[src/rtl/stall_ctrl_if.sv]
// Stall controller request/response bundle.
// Requesters drive the master side, the controller the slave side.
interface stall_ctrl_if;
    logic       bbl_req;
    logic       div_start;
    logic       div_done;
    logic       mem_wait;
    logic       flush_req;
    logic [5:0] stall;
    logic       nop_insert;
    logic       flush;
    logic       div_timeout;
    logic       busy;

    modport master (
        output bbl_req, div_start, div_done, mem_wait, flush_req,
        input  stall, nop_insert, flush, div_timeout, busy
    );

    modport slave (
        input  bbl_req, div_start, div_done, mem_wait, flush_req,
        output stall, nop_insert, flush, div_timeout, busy
    );
endinterface

[src/rtl/stall_ctrl.sv]
// Pipeline stall/flush controller for the five-stage core.
// Owns multi-cycle bubble and divider holds so requesters only pulse.
module stall_ctrl #(
    parameter int BBL_CYCLES  = 2,
    parameter int DIV_TIMEOUT = 64
) (
    input  logic         clk,
    input  logic         rst,
    stall_ctrl_if.slave  bus
);
    typedef enum logic [1:0] {
        RUN = 2'd0,
        BBL = 2'd1,
        DIV = 2'd2
    } state_t;

    localparam logic [3:0] BBL_INIT = 4'(BBL_CYCLES - 1);
    localparam logic [7:0] DIV_LIM  = 8'(DIV_TIMEOUT);

    localparam logic [5:0] HOLD_MEM = 6'b011111;
    localparam logic [5:0] HOLD_DIV = 6'b001111;
    localparam logic [5:0] HOLD_BBL = 6'b000111;

    state_t     state_q, state_d;
    logic [3:0] bbl_cnt_q, bbl_cnt_d;
    logic [7:0] div_cnt_q, div_cnt_d;
    logic       pend_q, pend_d;
    logic       div_to_q, div_to_d;

    logic [5:0] stall_c;
    logic       nop_c;
    logic       flush_c;

    // State, counters, pending flush and the registered timeout pulse.
    always_ff @(posedge clk or posedge rst) begin
        if (rst) begin
            state_q   <= RUN;
            bbl_cnt_q <= '0;
            div_cnt_q <= '0;
            pend_q    <= 1'b0;
            div_to_q  <= 1'b0;
        end else begin
            state_q   <= state_d;
            bbl_cnt_q <= bbl_cnt_d;
            div_cnt_q <= div_cnt_d;
            pend_q    <= pend_d;
            div_to_q  <= div_to_d;
        end
    end

    // Priority: mem_wait, flush, divider, bubble, idle.
    always_comb begin
        state_d   = state_q;
        bbl_cnt_d = bbl_cnt_q;
        div_cnt_d = div_cnt_q;
        pend_d    = pend_q;
        div_to_d  = 1'b0;
        stall_c   = '0;
        nop_c     = 1'b0;
        flush_c   = 1'b0;

        if (bus.mem_wait) begin
            stall_c = HOLD_MEM;
            nop_c   = 1'b1;
            if (bus.flush_req) begin
                pend_d = 1'b1;
            end
        end else if (bus.flush_req || pend_q) begin
            flush_c   = 1'b1;
            state_d   = RUN;
            bbl_cnt_d = '0;
            div_cnt_d = '0;
            pend_d    = 1'b0;
        end else begin
            unique case (state_q)
                RUN: begin
                    if (bus.div_start) begin
                        stall_c   = HOLD_DIV;
                        nop_c     = 1'b1;
                        state_d   = DIV;
                        div_cnt_d = 8'd1;
                    end else if (bus.bbl_req) begin
                        stall_c = HOLD_BBL;
                        nop_c   = 1'b1;
                        if (BBL_CYCLES > 1) begin
                            state_d   = BBL;
                            bbl_cnt_d = BBL_INIT;
                        end
                    end
                end
                DIV: begin
                    if (bus.div_done) begin
                        state_d   = RUN;
                        div_cnt_d = '0;
                    end else if (div_cnt_q == DIV_LIM) begin
                        state_d   = RUN;
                        div_cnt_d = '0;
                        div_to_d  = 1'b1;
                    end else begin
                        stall_c   = HOLD_DIV;
                        nop_c     = 1'b1;
                        div_cnt_d = div_cnt_q + 8'd1;
                    end
                end
                BBL: begin
                    stall_c   = HOLD_BBL;
                    nop_c     = 1'b1;
                    bbl_cnt_d = bbl_cnt_q - 4'd1;
                    if (bbl_cnt_q == 4'd1) begin
                        state_d = RUN;
                    end
                end
                default: begin
                    state_d = RUN;
                end
            endcase
        end
    end

    // Combinational holds are forced low while reset is asserted.
    assign bus.stall       = rst ? 6'b0 : stall_c;
    assign bus.nop_insert  = rst ? 1'b0 : nop_c;
    assign bus.flush       = rst ? 1'b0 : flush_c;
    assign bus.div_timeout = div_to_q;
    assign bus.busy        = (state_q != RUN) || pend_q;
endmodule

[src/flat_wrapper.sv]
// flat-port wrapper written by rule: the top's interface ports become plain ports
module stall_ctrl_flat 
#(
    parameter int BBL_CYCLES  = 2,
    parameter int DIV_TIMEOUT = 64
)
  (clk, rst, bus_bbl_req, bus_div_start, bus_div_done, bus_mem_wait, bus_flush_req, bus_stall, bus_nop_insert, bus_flush, bus_div_timeout, bus_busy);
  stall_ctrl_if bus_i ();
  input  logic clk;
  input  logic rst;
  input wire logic [$bits(bus_i.bbl_req)-1:0] bus_bbl_req;
  input wire logic [$bits(bus_i.div_start)-1:0] bus_div_start;
  input wire logic [$bits(bus_i.div_done)-1:0] bus_div_done;
  input wire logic [$bits(bus_i.mem_wait)-1:0] bus_mem_wait;
  input wire logic [$bits(bus_i.flush_req)-1:0] bus_flush_req;
  output wire logic [$bits(bus_i.stall)-1:0] bus_stall;
  output wire logic [$bits(bus_i.nop_insert)-1:0] bus_nop_insert;
  output wire logic [$bits(bus_i.flush)-1:0] bus_flush;
  output wire logic [$bits(bus_i.div_timeout)-1:0] bus_div_timeout;
  output wire logic [$bits(bus_i.busy)-1:0] bus_busy;
  assign bus_i.bbl_req = bus_bbl_req;
  assign bus_i.div_start = bus_div_start;
  assign bus_i.div_done = bus_div_done;
  assign bus_i.mem_wait = bus_mem_wait;
  assign bus_i.flush_req = bus_flush_req;
  assign bus_stall = bus_i.stall;
  assign bus_nop_insert = bus_i.nop_insert;
  assign bus_flush = bus_i.flush;
  assign bus_div_timeout = bus_i.div_timeout;
  assign bus_busy = bus_i.busy;
  stall_ctrl #(.BBL_CYCLES(BBL_CYCLES), .DIV_TIMEOUT(DIV_TIMEOUT)) u_core (.clk(clk), .rst(rst), .bus(bus_i));
endmodule
[config.mk]
export PLATFORM = sky130hd
export DESIGN_NAME = stall_ctrl_flat
export DESIGN_NICKNAME = d
export VERILOG_FILES = /design/src/rtl/stall_ctrl_if.sv /design/src/rtl/stall_ctrl.sv /design/src/flat_wrapper.sv
export SDC_FILE = /design/constraint.sdc
export NUM_CORES = 1
export LEC_CHECK = 0
export ABC_CLOCK_PERIOD_IN_PS = 1900
export CELL_PAD_IN_SITES_DETAIL_PLACEMENT = 1
export CELL_PAD_IN_SITES_GLOBAL_PLACEMENT = 1
export CORE_UTILIZATION = 35
export DETAILED_ROUTE_END_ITERATION = 8
export PLACE_DENSITY = 0.84
export SLEW_MARGIN = 10
export SYNTH_ARGS = -nofsm -noshare
export SYNTH_HDL_FRONTEND = slang
export SYNTH_SLANG_ARGS = --single-unit
[constraint.sdc]
create_clock -name clk -period 1.9 [get_ports clk]
set_clock_uncertainty 0.1 [all_clocks]
set_input_delay 0.285 -clock clk [delete_from_list [all_inputs] [get_ports clk]]
set_output_delay 0.285 -clock clk [all_outputs]
set_load 0.005 [all_outputs]
==> results.py <==
metrics = {
    "setup_path": {
        "critPathKind": "register to register",
        "endpoint_kind": "register",
        "critPathLaunchType": "register",
        "cpPeakStageDelay_ns": 0.50,
        "crit_path_cell_trace": "inv_2 -> ha_4 -> nor3b_4 -> buf_4 -> buf_6 -> a211o_1 -> or4_4 -> o211ai_1",
        "worstPathMaxFanout": 3,
        "critPathRequiredTime_ns": 2.03,
        "critical_path_buf_inv_count": 3,
        "worst_path_max_delay_cell": "or4_4",
        "r2r_setup_slack_ns": -0.23,
        "arrival_ns": 2.26,
        "crit_family": "simple AND/OR/NAND/NOR gates",
    },
    "power": {
        "p_sw_mw": 0.328,
        "switching_share": 0.338,
        "clock_power_share": 0.249,
        "combPwrFrac": 0.347,
        "power.leakage_nw": 0.831,
        "peakVddDrop_mv": 0.504,
        "internal_power_mw": 0.641,
        "p_per_area_mw_per_mm2": 566,
        "total_power_mw": 0.969,
        "sequentialPowerShare": 0.404,
    },
    "grt": {
        "grt_usage": 0.264,
        "grt_pass1_wl_um": 6380,
        "grt_start_max_net_pins": 17,
        "grt_pass1_vias": 1263,
        "grt.overflow.total": 0,
        "antenna_found_initial": 0,
    },
    "finish": {
        "antenna_cells": 0,
        "drive_above_1_share": 0.437,
        "layoutNonFillerInstCount": 214,
        "nFillCells": 334,
        "area_delta_synth_final_pct": 61.0,
        "final_nets": 195,
        "utilization": 0.610,
    },
    "logic_synthesis": {
        "synthCells": 127,
        "ys.flop_type": "dfrtp_1",
        "ys_seq_elements": 16,
        "synth_top_area_frac": 0.377,
        "yosys.area.top_type": "dfrtp_1",
        "ys_seq_area_frac": 0.377,
        "ys_top_cells_by_area": "dfrtp_1, ha_1, nor2_1",
        "ys_async_sr_fraction": 1.00,
        "syn_nets": 138,
        "postSynthAreaPerCell_um2": 8.36,
        "yosysWarnings": 0,
        "synthDistinctLibCells": 39,
        "synth_edf_count": 0,
        "syn-cell-area_mm2": 0.00106,
    },
    "cts": {
        "numCtsBuffers": 3,
        "clk-insertion-delay-late_ns": 0.31,
        "htree_num_levels": 1,
        "clockBufferDepth": 2,
        "cts_tree": "built",
        "clk_pin_slew_ns": 0.11,
        "cts.sinks": 16,
        "cts-root-buf": "clkbuf_4",
    },
    "drt": {
        "first_iter_violations": 56,
        "wl_um": 4490,
        "drcViolationCount": 6,
        "wl_per_cell_um": 21.0,
        "drt-pass1-iter-count": 6,
        "dr_total_vias": 1294,
        "final_antenna_net_count": 0,
        "routed_via_density": 6.05,
    },
    "sta": {
        "fin_ws_ns": -0.234,
        "holdWs_ns": 0.235,
        "setup_viol": 11,
        "finalHoldViolCount": 0,
        "fmax_mhz": 469,
        "fin_setup_tns_ns": -1.64,
        "period_share": 1.12,
        "drv_slew": 0,
        "post-route-min-period_ns": 2.13,
        "rsz0062_at_grt": "true",
    },
    "placement": {
        "hpwlAfterDp_um": 2830,
        "gp_congestion": 0.844,
        "port_buffers": 15,
        "place_inst": 200,
    },
    "min_path": {
        "min_path_type": "input port to asynchronous set/reset pin",
    },
    "run_status": {
        "violations": "DRC, setup timing",
        "outcome": "finished, violations left",
    },
    "floorplanning": {
        "io_pins": 17,
        "die_area_mm2": 0.00326,
        "die_x_um": 57.1,
        "start_util": 0.379,
        "die_y_um": 57.1,
        "core_area_mm2": 0.00281,
        "num_rows": 19,
    },
    "run": {
        "cap_violations": 0,
    },
}
==> timing repair <==
item,4_1_cts,5_1_grt
resized for setup,40,29
buffers inserted,3,6
gates cloned,0,1
endpoints found under the hold margin,0,0
endpoints found under the setup margin,11,14
hold buffers,0,0
pin swaps,9,13
==> cells in the mapped netlist, types with 2 or more instances <==
library cell	number
a31oi_1	2
o21ai_0	8
a211o_1	3
dfrtp_1	16
mux2i_1	2
nand3_1	6
nand2_1	10
nand4_1	3
a21oi_1	6
clkbuf_1	3
nor2_1	12
nor2b_1	3
ha_1	4
nor3_1	7
a22o_1	3
a2bb2oi_1	2
buf_2	2
buf_4	3
or2_2	2
nor3b_1	3
inv_1	9
==> metrics by stage <==
step,area [um2],setup slack (ns)
6_report,1710,-0.234
5_1_grt,1710,-0.278
4_1_cts,1580,-0.152
3_5_place_dp,1480,-0.706
3_3_place_gp,1480,-0.593
2_1_floorplan,1080,0.0198
==> worst register-to-register path, cell delays in order, from the launching register on <==
cell      delay [ns]
dfrtp_1         0.38
inv_2           0.06
ha_4            0.15
nor3b_4         0.15
buf_4           0.14
buf_6           0.11
a211o_1         0.37
or4_4           0.50
o211ai_1        0.10
==> final timing paths <==
| path | start | to | cells past startpoint |
|---|---|---|---|
| worst max register to register | u_core.div_cnt_q[0] | u_core.div_cnt_q[6] | 8 |
| worst min-delay path | rst | u_core.div_cnt_q[6] | 4 |
| worst min register to register | u_core.bbl_cnt_q[2] | u_core.bbl_cnt_q[2] | 1 |
| worst max-delay path | u_core.div_cnt_q[0] | u_core.div_cnt_q[6] | 8 |
| min in group clk | bus_mem_wait | u_core.div_cnt_q[7] | 4 |
| max in group asynchronous | rst | u_core.state_q[1] | 4 |
==> layout make-up <==
class,instances,area (um2),area share
Multi-Input combinational cell,94,718,0.420
Timing Repair Buffer,60,483,0.282
Sequential cell,16,400,0.234
Tap cell,31,38.8,0.0227
Clock buffer,4,36.3,0.0212
Inverter,9,33.8,0.0198
==> logic make-up (layout without fill, tap and decap cells) <==
kind of cell               count (synthesis)  after routing  synth area share
adders and majority gates                  4              4            0.0471
other                                      1              1           0.00353
buffers and inverters                     17             73            0.0730
DFF                                       16             16             0.377
and+or+nand+nor                           54             54             0.266
muxes                                      3              3            0.0294
AOI/OAI and AO/OA                         32             32             0.204
==> power by group through the flow <==
stage | Combinational (mW) | Clock (mW) | Sequential, mW
final | 0.336 | 0.242 | 0.391
after global routing | 0.361 | 0.271 | 0.392
after CTS | 0.294 | 0.244 | 0.388
after detailed placement | 0.284 | 0 | 0.394
after global placement | 0.263 | 0 | 0.389
after floorplan | 0.141 | 0 | 0.388
==> cell usage in the layout (no fill, tap or decap), types with 5 or more instances in the layout <==
master           Yosys  routed
inv_1                9       7
a21oi_1              6       5
nor2_1              12       9
buf_2                2       6
nand3_1              6       5
dfrtp_1             16      16
clkdlybuf4s50_1      0       5
nor3_1               7       7
buf_6                0       7
nand2_1             10       9
buf_4                3      38
==> flip-flops by register name, indices dropped and copies added (netlist names) <==
register / count
u_core.bbl_cnt_q: 4
u_core.state_q: 2
u_core.div_cnt_q: 8
u_core.pend_q: 1
u_core.bus.div_timeout: 1
==> layer usage <==
metal | global-route usage | share of wire | vias to the layer above
met4 | 0.125 | 0.054 | 0
li1 | - | - | 570
met5 | 0 | 0 | -
met2 | 0.461 | 0.49 | 64
met1 | 0.328 | 0.41 | 633
met3 | 0.0272 | 0.052 | 27
Note: power is estimated with default switching activity, not from simulation.
